===== src/rtl/egg_timer_ctrl.sv =====
// egg_timer_ctrl
// Front-end controller for the egg timer: samples the keys, runs the
// set/start/pause/alarm mode machine, keeps the BCD mm:ss countdown and
// generates the once-per-second countdown tick while running.
module egg_timer_ctrl #(
    parameter int TICK_DIV = 50_000_000
) (
    input  logic        clkIn,
    input  logic        reset_btn,
    input  logic        key_set,
    input  logic        key_start,
    input  logic [7:0]  sw,
    output logic [2:0]  state,
    output logic [15:0] timer,
    output logic        tick,
    output logic        alarm
);

    // Prescaler width; TICK_DIV >= 2 keeps this at least one bit.
    localparam int CNT_W = $clog2(TICK_DIV);
    localparam logic [CNT_W-1:0] CNT_MAX  = CNT_W'(TICK_DIV - 1);
    localparam logic [CNT_W-1:0] CNT_ZERO = CNT_W'(0);
    localparam logic [CNT_W-1:0] CNT_ONE  = CNT_W'(1);

    typedef enum logic [2:0] {
        ST_IDLE    = 3'b000,
        ST_SET_SEC = 3'b001,
        ST_SET_MIN = 3'b010,
        ST_READY   = 3'b011,
        ST_PAUSE   = 3'b100,
        ST_RUN     = 3'b101,
        ST_DONE    = 3'b110
    } state_t;

    // Limit a two-digit BCD entry to a valid minute/second value (max 59).
    function automatic logic [7:0] clamp_bcd(input logic [7:0] value);
        logic [3:0] tens;
        logic [3:0] ones;
        if (value[7:4] > 4'd5) begin
            tens = 4'd5;
        end else begin
            tens = value[7:4];
        end
        if (value[3:0] > 4'd9) begin
            ones = 4'd9;
        end else begin
            ones = value[3:0];
        end
        return {tens, ones};
    endfunction

    // One-second BCD decrement of mm:ss with borrow ripple across digits.
    function automatic logic [15:0] bcd_dec(input logic [15:0] value);
        logic [3:0] sec_ones;
        logic [3:0] sec_tens;
        logic [3:0] min_ones;
        logic [3:0] min_tens;
        logic       borrow;
        sec_ones = value[3:0];
        sec_tens = value[7:4];
        min_ones = value[11:8];
        min_tens = value[15:12];
        if (sec_ones == 4'd0) begin
            sec_ones = 4'd9;
            borrow   = 1'b1;
        end else begin
            sec_ones = sec_ones - 4'd1;
            borrow   = 1'b0;
        end
        if (borrow) begin
            if (sec_tens == 4'd0) begin
                sec_tens = 4'd5;
                borrow   = 1'b1;
            end else begin
                sec_tens = sec_tens - 4'd1;
                borrow   = 1'b0;
            end
        end else begin
            borrow = 1'b0;
        end
        if (borrow) begin
            if (min_ones == 4'd0) begin
                min_ones = 4'd9;
                borrow   = 1'b1;
            end else begin
                min_ones = min_ones - 4'd1;
                borrow   = 1'b0;
            end
        end else begin
            borrow = 1'b0;
        end
        if (borrow) begin
            min_tens = min_tens - 4'd1;
        end else begin
            min_tens = value[15:12];
        end
        return {min_tens, min_ones, sec_tens, sec_ones};
    endfunction

    // Key synchronizer and edge registers (idle level is high).
    logic set_sync1_r;
    logic set_sync2_r;
    logic set_prev_r;
    logic start_sync1_r;
    logic start_sync2_r;
    logic start_prev_r;

    // Press pulses derived from the synchronized levels.
    logic set_press_s;
    logic start_press_s;
    logic start_eff_s;
    logic any_press_s;

    // Mode machine, countdown and prescaler state.
    state_t           state_r;
    state_t           state_next_s;
    logic [15:0]      timer_r;
    logic [15:0]      timer_next_s;
    logic [CNT_W-1:0] cnt_r;
    logic [CNT_W-1:0] cnt_next_s;
    logic             tick_r;
    logic             tick_next_s;
    logic             alarm_r;
    logic             alarm_next_s;
    logic             tick_due_s;
    logic             expire_s;

    // Bring both active-low keys into the clock domain and keep the previous level.
    always_ff @(posedge clkIn or negedge reset_btn) begin
        if (!reset_btn) begin
            set_sync1_r   <= 1'b1;
            set_sync2_r   <= 1'b1;
            set_prev_r    <= 1'b1;
            start_sync1_r <= 1'b1;
            start_sync2_r <= 1'b1;
            start_prev_r  <= 1'b1;
        end else begin
            set_sync1_r   <= key_set;
            set_sync2_r   <= set_sync1_r;
            set_prev_r    <= set_sync2_r;
            start_sync1_r <= key_start;
            start_sync2_r <= start_sync1_r;
            start_prev_r  <= start_sync2_r;
        end
    end

    // A press is a high-to-low step of the synchronized level; set wins over start.
    assign set_press_s   = set_prev_r & ~set_sync2_r;
    assign start_press_s = start_prev_r & ~start_sync2_r;
    assign start_eff_s   = start_press_s & ~set_press_s;
    assign any_press_s   = set_press_s | start_press_s;

    // The registered tick marks the last cycle of a second; the countdown acts on its closing edge.
    assign tick_due_s = (state_r == ST_RUN) && tick_r;
    assign expire_s   = tick_due_s && (timer_r == 16'h0001);

    // Mode transitions driven by key presses and countdown expiry.
    always_comb begin
        state_next_s = state_r;
        case (state_r)
            ST_IDLE: begin
                if (set_press_s) begin
                    state_next_s = ST_SET_SEC;
                end else begin
                    state_next_s = ST_IDLE;
                end
            end
            ST_SET_SEC: begin
                if (set_press_s) begin
                    state_next_s = ST_SET_MIN;
                end else begin
                    state_next_s = ST_SET_SEC;
                end
            end
            ST_SET_MIN: begin
                if (set_press_s) begin
                    state_next_s = ST_READY;
                end else begin
                    state_next_s = ST_SET_MIN;
                end
            end
            ST_READY: begin
                if (set_press_s) begin
                    state_next_s = ST_IDLE;
                end else if (start_eff_s && (timer_r != 16'h0000)) begin
                    state_next_s = ST_RUN;
                end else begin
                    state_next_s = ST_READY;
                end
            end
            ST_RUN: begin
                if (expire_s) begin
                    state_next_s = ST_DONE;
                end else if (start_eff_s) begin
                    state_next_s = ST_PAUSE;
                end else begin
                    state_next_s = ST_RUN;
                end
            end
            ST_PAUSE: begin
                if (set_press_s) begin
                    state_next_s = ST_IDLE;
                end else if (start_eff_s) begin
                    state_next_s = ST_RUN;
                end else begin
                    state_next_s = ST_PAUSE;
                end
            end
            ST_DONE: begin
                if (any_press_s) begin
                    state_next_s = ST_IDLE;
                end else begin
                    state_next_s = ST_DONE;
                end
            end
            default: begin
                state_next_s = ST_IDLE;
            end
        endcase
    end

    // Timer contents follow the mode being entered; the decrement follows the running tick.
    always_comb begin
        timer_next_s = timer_r;
        case (state_next_s)
            ST_IDLE: begin
                timer_next_s = 16'h0000;
            end
            ST_SET_SEC: begin
                timer_next_s = {timer_r[15:8], clamp_bcd(sw)};
            end
            ST_SET_MIN: begin
                timer_next_s = {clamp_bcd(sw), timer_r[7:0]};
            end
            ST_DONE: begin
                timer_next_s = 16'h0000;
            end
            ST_READY, ST_PAUSE, ST_RUN: begin
                if (tick_due_s) begin
                    timer_next_s = bcd_dec(timer_r);
                end else begin
                    timer_next_s = timer_r;
                end
            end
            default: begin
                timer_next_s = 16'h0000;
            end
        endcase
    end

    // Prescaler runs only while staying in RUN; each entry into RUN restarts a full second.
    always_comb begin
        cnt_next_s = CNT_ZERO;
        if (state_next_s == ST_RUN) begin
            if (state_r != ST_RUN) begin
                cnt_next_s = CNT_ZERO;
            end else if (cnt_r == CNT_MAX) begin
                cnt_next_s = CNT_ZERO;
            end else begin
                cnt_next_s = cnt_r + CNT_ONE;
            end
        end else begin
            cnt_next_s = CNT_ZERO;
        end
        tick_next_s  = (state_next_s == ST_RUN) && (cnt_next_s == CNT_MAX);
        alarm_next_s = (state_next_s == ST_DONE);
    end

    // Mode machine and all output registers.
    always_ff @(posedge clkIn or negedge reset_btn) begin
        if (!reset_btn) begin
            state_r <= ST_IDLE;
            timer_r <= 16'h0000;
            cnt_r   <= CNT_ZERO;
            tick_r  <= 1'b0;
            alarm_r <= 1'b0;
        end else begin
            state_r <= state_next_s;
            timer_r <= timer_next_s;
            cnt_r   <= cnt_next_s;
            tick_r  <= tick_next_s;
            alarm_r <= alarm_next_s;
        end
    end

    assign state = state_r;
    assign timer = timer_r;
    assign tick  = tick_r;
    assign alarm = alarm_r;

endmodule


===== config.mk =====
export PLATFORM = sky130hd
export DESIGN_NAME = egg_timer_ctrl
export DESIGN_NICKNAME = d
export VERILOG_FILES = /design/src/rtl/egg_timer_ctrl.sv
export SDC_FILE = /design/constraint.sdc
export NUM_CORES = 1
export LEC_CHECK = 0
export ABC_AREA = 0
export BUFFER_PORTS_ARGS = -buffer_cell sky130_fd_sc_hd__buf_4
export CAP_MARGIN = 20
export CORE_UTILIZATION = 28
export DETAILED_ROUTE_END_ITERATION = 6
export GPL_TIMING_DRIVEN = 0
export SYNTH_ARGS = -nofsm -noshare
export SYNTH_HDL_FRONTEND = slang
export SYNTH_SLANG_ARGS = --single-unit

===== constraint.sdc =====
create_clock -name clkIn -period 3.8 [get_ports clkIn]
set_input_delay 0 -clock clkIn [delete_from_list [all_inputs] [get_ports clkIn]]
set_output_delay 0 -clock clkIn [all_outputs]
set_load 0.05 [all_outputs]

======== Word level (Yosys, flattened, before mapping) ========
Cells that the tools add are included.
storage, ports and cells
  register bits ........................... 53
cells by class
  bitwise operators ....................... 9
  magnitude comparators ................... 2
  add/sub/neg operators ................... 5
  reductions and logical operators ........ 14
  equality and inequality tests ........... 20
  multiplexer cells ....................... 35
operator list
  cell                                                                              number
  26-bit 2-to-1 mux                                                                 3
  26-bit == test (second input constant)                                            2
  16-bit case mux with 3 select lines                                               1
  4-bit 2-to-1 mux                                                                  8
  26-bit by 1-bit adder with 26-bit output (second input constant)                  1
  3-bit case mux with 7 select lines                                                1
  3-bit == test (second input constant)                                             6
  16-bit by 1-bit == test with 1-bit output (second input constant)                 1
  16-bit 2-to-1 mux                                                                 1
  16-bit nonzero test                                                               1
  4-bit by 1-bit subtractor with 4-bit output (second input constant)               4
  1-bit 2-to-1 mux                                                                  15
  3-bit by 2-bit == test with 1-bit output (second input constant)                  4
  4-bit zero test                                                                   3
  3-bit 2-to-1 mux                                                                  4
  3-bit AND reduction                                                               3
  2-bit != test (second input constant)                                             4
  3-bit by 1-bit == test with 1-bit output (second input constant)                  2
  1-bit inverter                                                                    5
  4-bit by 3-bit greater-than comparator with 1-bit output (second input constant)  1
  4-bit greater-than comparator (second input constant)                             1
  1-bit logical AND                                                                 4
  2-bit 2-to-1 mux                                                                  2
  1-bit bitwise AND                                                                 3
  other kinds (5)                                                                   5

======== Logic depth before layout (Yosys ltp) ========
  depth in word-level cells ............... 20
  depth in mapped cells ................... 12
  gate-level depth less buffers ........... 9

======== Least setup slack after synthesis ========
Ideal clock, no wire load.
  kind .................................... reg-to-reg
  start point ............................. register timer_r[8], in the netlist timer[8]
  end point ............................... register timer_r[11], in the netlist timer[11]
  path buffers ............................ 1
  arrival ................................. 2.614 ns
  setup slack ............................. 1.059 ns
  cell stages (with the launch flop) ...... 11
  period minus slack after synthesis ...... 2.741 ns
  data required time ...................... 3.672 ns
  cells stage by stage .................... dfrtp_1 inv_1 ha_1 nor3b_2 nand4_1 o211ai_1 nand4_2 and3_1 buf_2 a21oi_4 mux2_1
between the ends
  elaborated cells between the ends (all ways) .. 24
  classes of those cells .................. add/sub (1); eq/ne (8); mux (8); bitwise (1); reduce/logical (6)
RTL lines
  item                                                                              line  RTL
  start: declaration                                                                117   logic [15:0] timer_r;
  start signal: assignment                                                          279   timer_r <= timer_next_s;
  16-bit by 1-bit == test with 1-bit output (*)                                     155   assign expire_s = tick_due_s && (timer_r == 16'h0001);
  1-bit logical AND (*)                                                             155
  2-bit 2-to-1 mux (*)                                                              192   if (expire_s) begin
  3-bit case mux with 7 select lines (*)                                            160   case (state_r)
  net state_next_s[0]                                                               116   state_t state_next_s;
  3-bit == test / 3-bit by 2-bit == test with 1-bit output (equally long branches)  225   case (state_next_s)
  3-bit OR reduction                                                                225
  2-bit != test (no line)                                                           --
  3-bit AND reduction (no line)                                                     --
The timed path passes the listed nets; every way through them passes the cells marked *. The select of a mux whose other input is x is not followed.
A chain may end at the register's enable or synchronous reset.

======== Worst setup path after layout ========
  start point ............................. register timer_r[4], in the netlist timer[4]
  end point ............................... register timer_r[11], in the netlist timer[11]
Same word-level chain as after synthesis.

==> impl_metrics.json <==
{
  "top_cells_by_area_synth": "sky130_fd_sc_hd__dfrtp_1 (35%), sky130_fd_sc_hd__nor2_1 (5.9%), sky130_fd_sc_hd__dfstp_2 (4.7%)",
  "final_wl_um": 7620,
  "synthesis.area_um2": 3350,
  "min_period_ns": 2.88,
  "cts_inserted_buffers": 5,
  "failed_checks": "DRC",
  "grt_pass1_vias": 2666,
  "synth_cells": 361,
  "route.detailed.wl_per_inst_um": 13.9,
  "timing.max_cap.violations": 0,
  "buffer_ports.inserted": 32,
  "ctsRootBufferMaster": "sky130_fd_sc_hd__clkbuf_16",
  "floorplan.die.width_um": 111,
  "core_area_um2": 11500,
  "clock_tree.htree_level_count": 2,
  "clock_power_share_pct": 17.8,
  "dominantRegCellSynth": "sky130_fd_sc_hd__dfrtp_1",
  "grt_pass1_wl_um": 13300,
  "floorplan.rows": 39,
  "ant_nets": 0,
  "area_growth_syn_to_layout_pct": 18.2,
  "async_flop_share_pct": 100,
  "synth.top_cells.by_count": "sky130_fd_sc_hd__nor2_1 (53), sky130_fd_sc_hd__dfrtp_1 (47), sky130_fd_sc_hd__nand2_1 (24), sky130_fd_sc_hd__inv_1 (18), sky130_fd_sc_hd__xor2_1 (15)",
  "top_register": "cnt_r",
  "pre_cts_slack_ns": 0.928,
  "worst-endpoint-required_ns": 3.98,
  "routed-via-count": 2784,
  "unrepaired_setup_endpoints_after_global_routing": "no",
  "grt_antenna_before_repair": 0,
  "clock_tree.buffer_depth": 2,
  "switching_power_mw": 1.18,
  "gp_congestion": 0.830,
  "synth_most_common_cell": "sky130_fd_sc_hd__nor2_1",
  "yosysWarnings": 0,
  "post_synth.cell_area_avg_um2": 9.28,
  "timing_hold_violations_final": 0,
  "fmaxAchievable_mhz": 347,
  "post-route-drc-count": 4,
  "critPathCaptureType": "flop",
  "critical_path_arrival_ns": 3.06,
  "worst-path-max-fanout": 10,
  "post-synth-top-area-cell": "sky130_fd_sc_hd__dfrtp_1",
  "ys_seq_area_share_pct": 39.8,
  "grt_remaining_overflow": 0,
  "startpoint_type": "flop",
  "worstMarginPinSlew_ns": 0.684,
  "yosys.area.top_type_share_pct": 35.1,
  "synth-seq-cells": 53,
  "ir_drop_uv": 235,
  "slew_viol_final": 0,
  "dpl.hpwl_um": 5600,
  "grt_max_degree": 54,
  "cts.sinks": 53,
  "floorplan.die.height_um": 111,
  "finalWorstSetupSlack_ns": 0.919,
  "firstDrtPassIters": 6,
  "final.setup.tns_ns": 0,
  "slew_headroom_pct": 54.4,
  "timing.clock.skew_ns": 0.00717,
  "leakage_nw": 1.61,
  "num_antenna_cells": 0,
  "clk_latency_ns": 0.30,
  "power_switching_share_pct": 45.1,
  "fin_total_pwr_mw": 2.61,
  "status": "complete, but fails checks",
  "post_synth_num_cell_types": 69,
  "drive_gt1_share_pct": 20.5,
  "intPower_mw": 1.43,
  "setup_viol_count_final": 0,
  "seq_power_share_pct": 28.6,
  "ios": 33,
  "post_synth_edffs": 0,
  "track_usage_pct": 13.0,
  "design.die.area_um2": 12400,
  "cellPowerDensity_nw_per_um2": 659,
  "number_of_gates_resized_after_cts": 0,
  "cts.clk_slew.worst_paths_ns": 0.07,
  "hold-worst-slack_ns": 0.0540,
  "post_drt_via_cell_ratio": 5.08,
  "synth_nets": 381,
  "final_net_count": 424,
  "initial_core_utilization_pct": 29.1,
  "min_path_type": "primary input to flop",
  "detail_route.iter0.violations": 154,
  "final.period_utilization_pct": 75.8,
  "combPwrFrac_pct": 53.6,
  "util_after_layout_pct": 34.4,
  "largest_reg_flops": 26,
  "category_of_the_critical_setup_timing_path": "flop to flop",
  "tritoncts": "yes"
}
-- worst paths after layout --
path | startpoint | endpoint | cells past startpoint | slack (ns)
min reg2reg | set_sync1_r | set_sync2_r | 0 | 0.36
max reg2reg | timer[4] | timer[11] | 10 | 0.92
min in group asynchronous | reset_btn | cnt_r[16] | 2 | 0.29
max in group asynchronous | reset_btn | timer[10] | 2 | 3.06
min | sw[5] | timer[5] | 3 | 0.05
max | timer[4] | timer[11] | 10 | 0.92
-- routing by layer --
layer,vias to the layer above,part of all wire [%],track usage [%]
li1,1391,-,-
met3,12,3.8,2.34
met4,0,1.8,4.77
met5,-,0,0
met1,1337,50,18.4
met2,44,45,19.8
-- cells by family (layout without fill, tap and decap cells) --
kind of cell / after synthesis / count (layout) / synth area share (%)
buffers and inverters: 32 / 76 / 4.82
DFF: 53 / 53 / 39.8
xor gates and xnor gates: 25 / 25 / 6.53
adders and majority gates: 8 / 8 / 2.99
AOI/OAI and AO/OA: 72 / 72 / 16.3
and+or+nand+nor: 164 / 164 / 27.4
muxes: 7 / 7 / 2.13
-- worst max-delay path: stages (launching register included) --
cell,delay (ns)
sky130_fd_sc_hd__dfrtp_1,0.42
sky130_fd_sc_hd__inv_1,0.09
sky130_fd_sc_hd__ha_1,0.22
sky130_fd_sc_hd__nor3b_2,0.35
sky130_fd_sc_hd__nand4_1,0.20
sky130_fd_sc_hd__o211ai_1,0.16
sky130_fd_sc_hd__nand4_2,0.34
sky130_fd_sc_hd__and3_1,0.26
sky130_fd_sc_hd__buf_2,0.17
sky130_fd_sc_hd__a21oi_4,0.21
sky130_fd_sc_hd__mux2_1,0.34
-- final cells by class --
type,instances,area [µm²]
timing repair buffer,36,280
inverter,18,67.6
buffer,14,93.8
clock buffer,5,125
sequential,53,1330
clock inverter,3,26.3
tap,143,179
multi-input combinational,276,1860
fill,1174,7550
-- timing repair --
item,CTS,global route
hold buffers,4,0
endpoints found under the hold margin,50,0
buffers inserted,0,0
-- cells in the final DEF (no fill, tap or decap), drive strengths merged, types with 7 or more instances in the layout --
cell / instances
nor2: 55
dfrtp: 47
buf: 43
nand2: 24
inv: 19
xor2: 15
nand3: 15
a21oi: 14
nand4: 12
xnor2: 10
o21ai: 10
and3: 9
ha: 8
clkbuf: 8
nor3: 7
-- power by group through the flow --
stage / sequential [mW] / combinational, mW / clock [mW]
after floorplan: 0.980 / 0.827 / 0
after global placement: 0.758 / 1.39 / 0
after detailed placement: 0.760 / 1.39 / 0
after CTS: 0.750 / 1.41 / 0.486
after global routing: 0.766 / 1.54 / 0.503
final: 0.747 / 1.40 / 0.465
-- stage by stage --
stage               instance area, µm²  std cells
floorplan                         3350        361
global placement                  3770        536
detailed placement                3770        536
CTS                               3960        548
global route                      3960        548
finish                            3960        548
(Power assumes the default switching activity.)
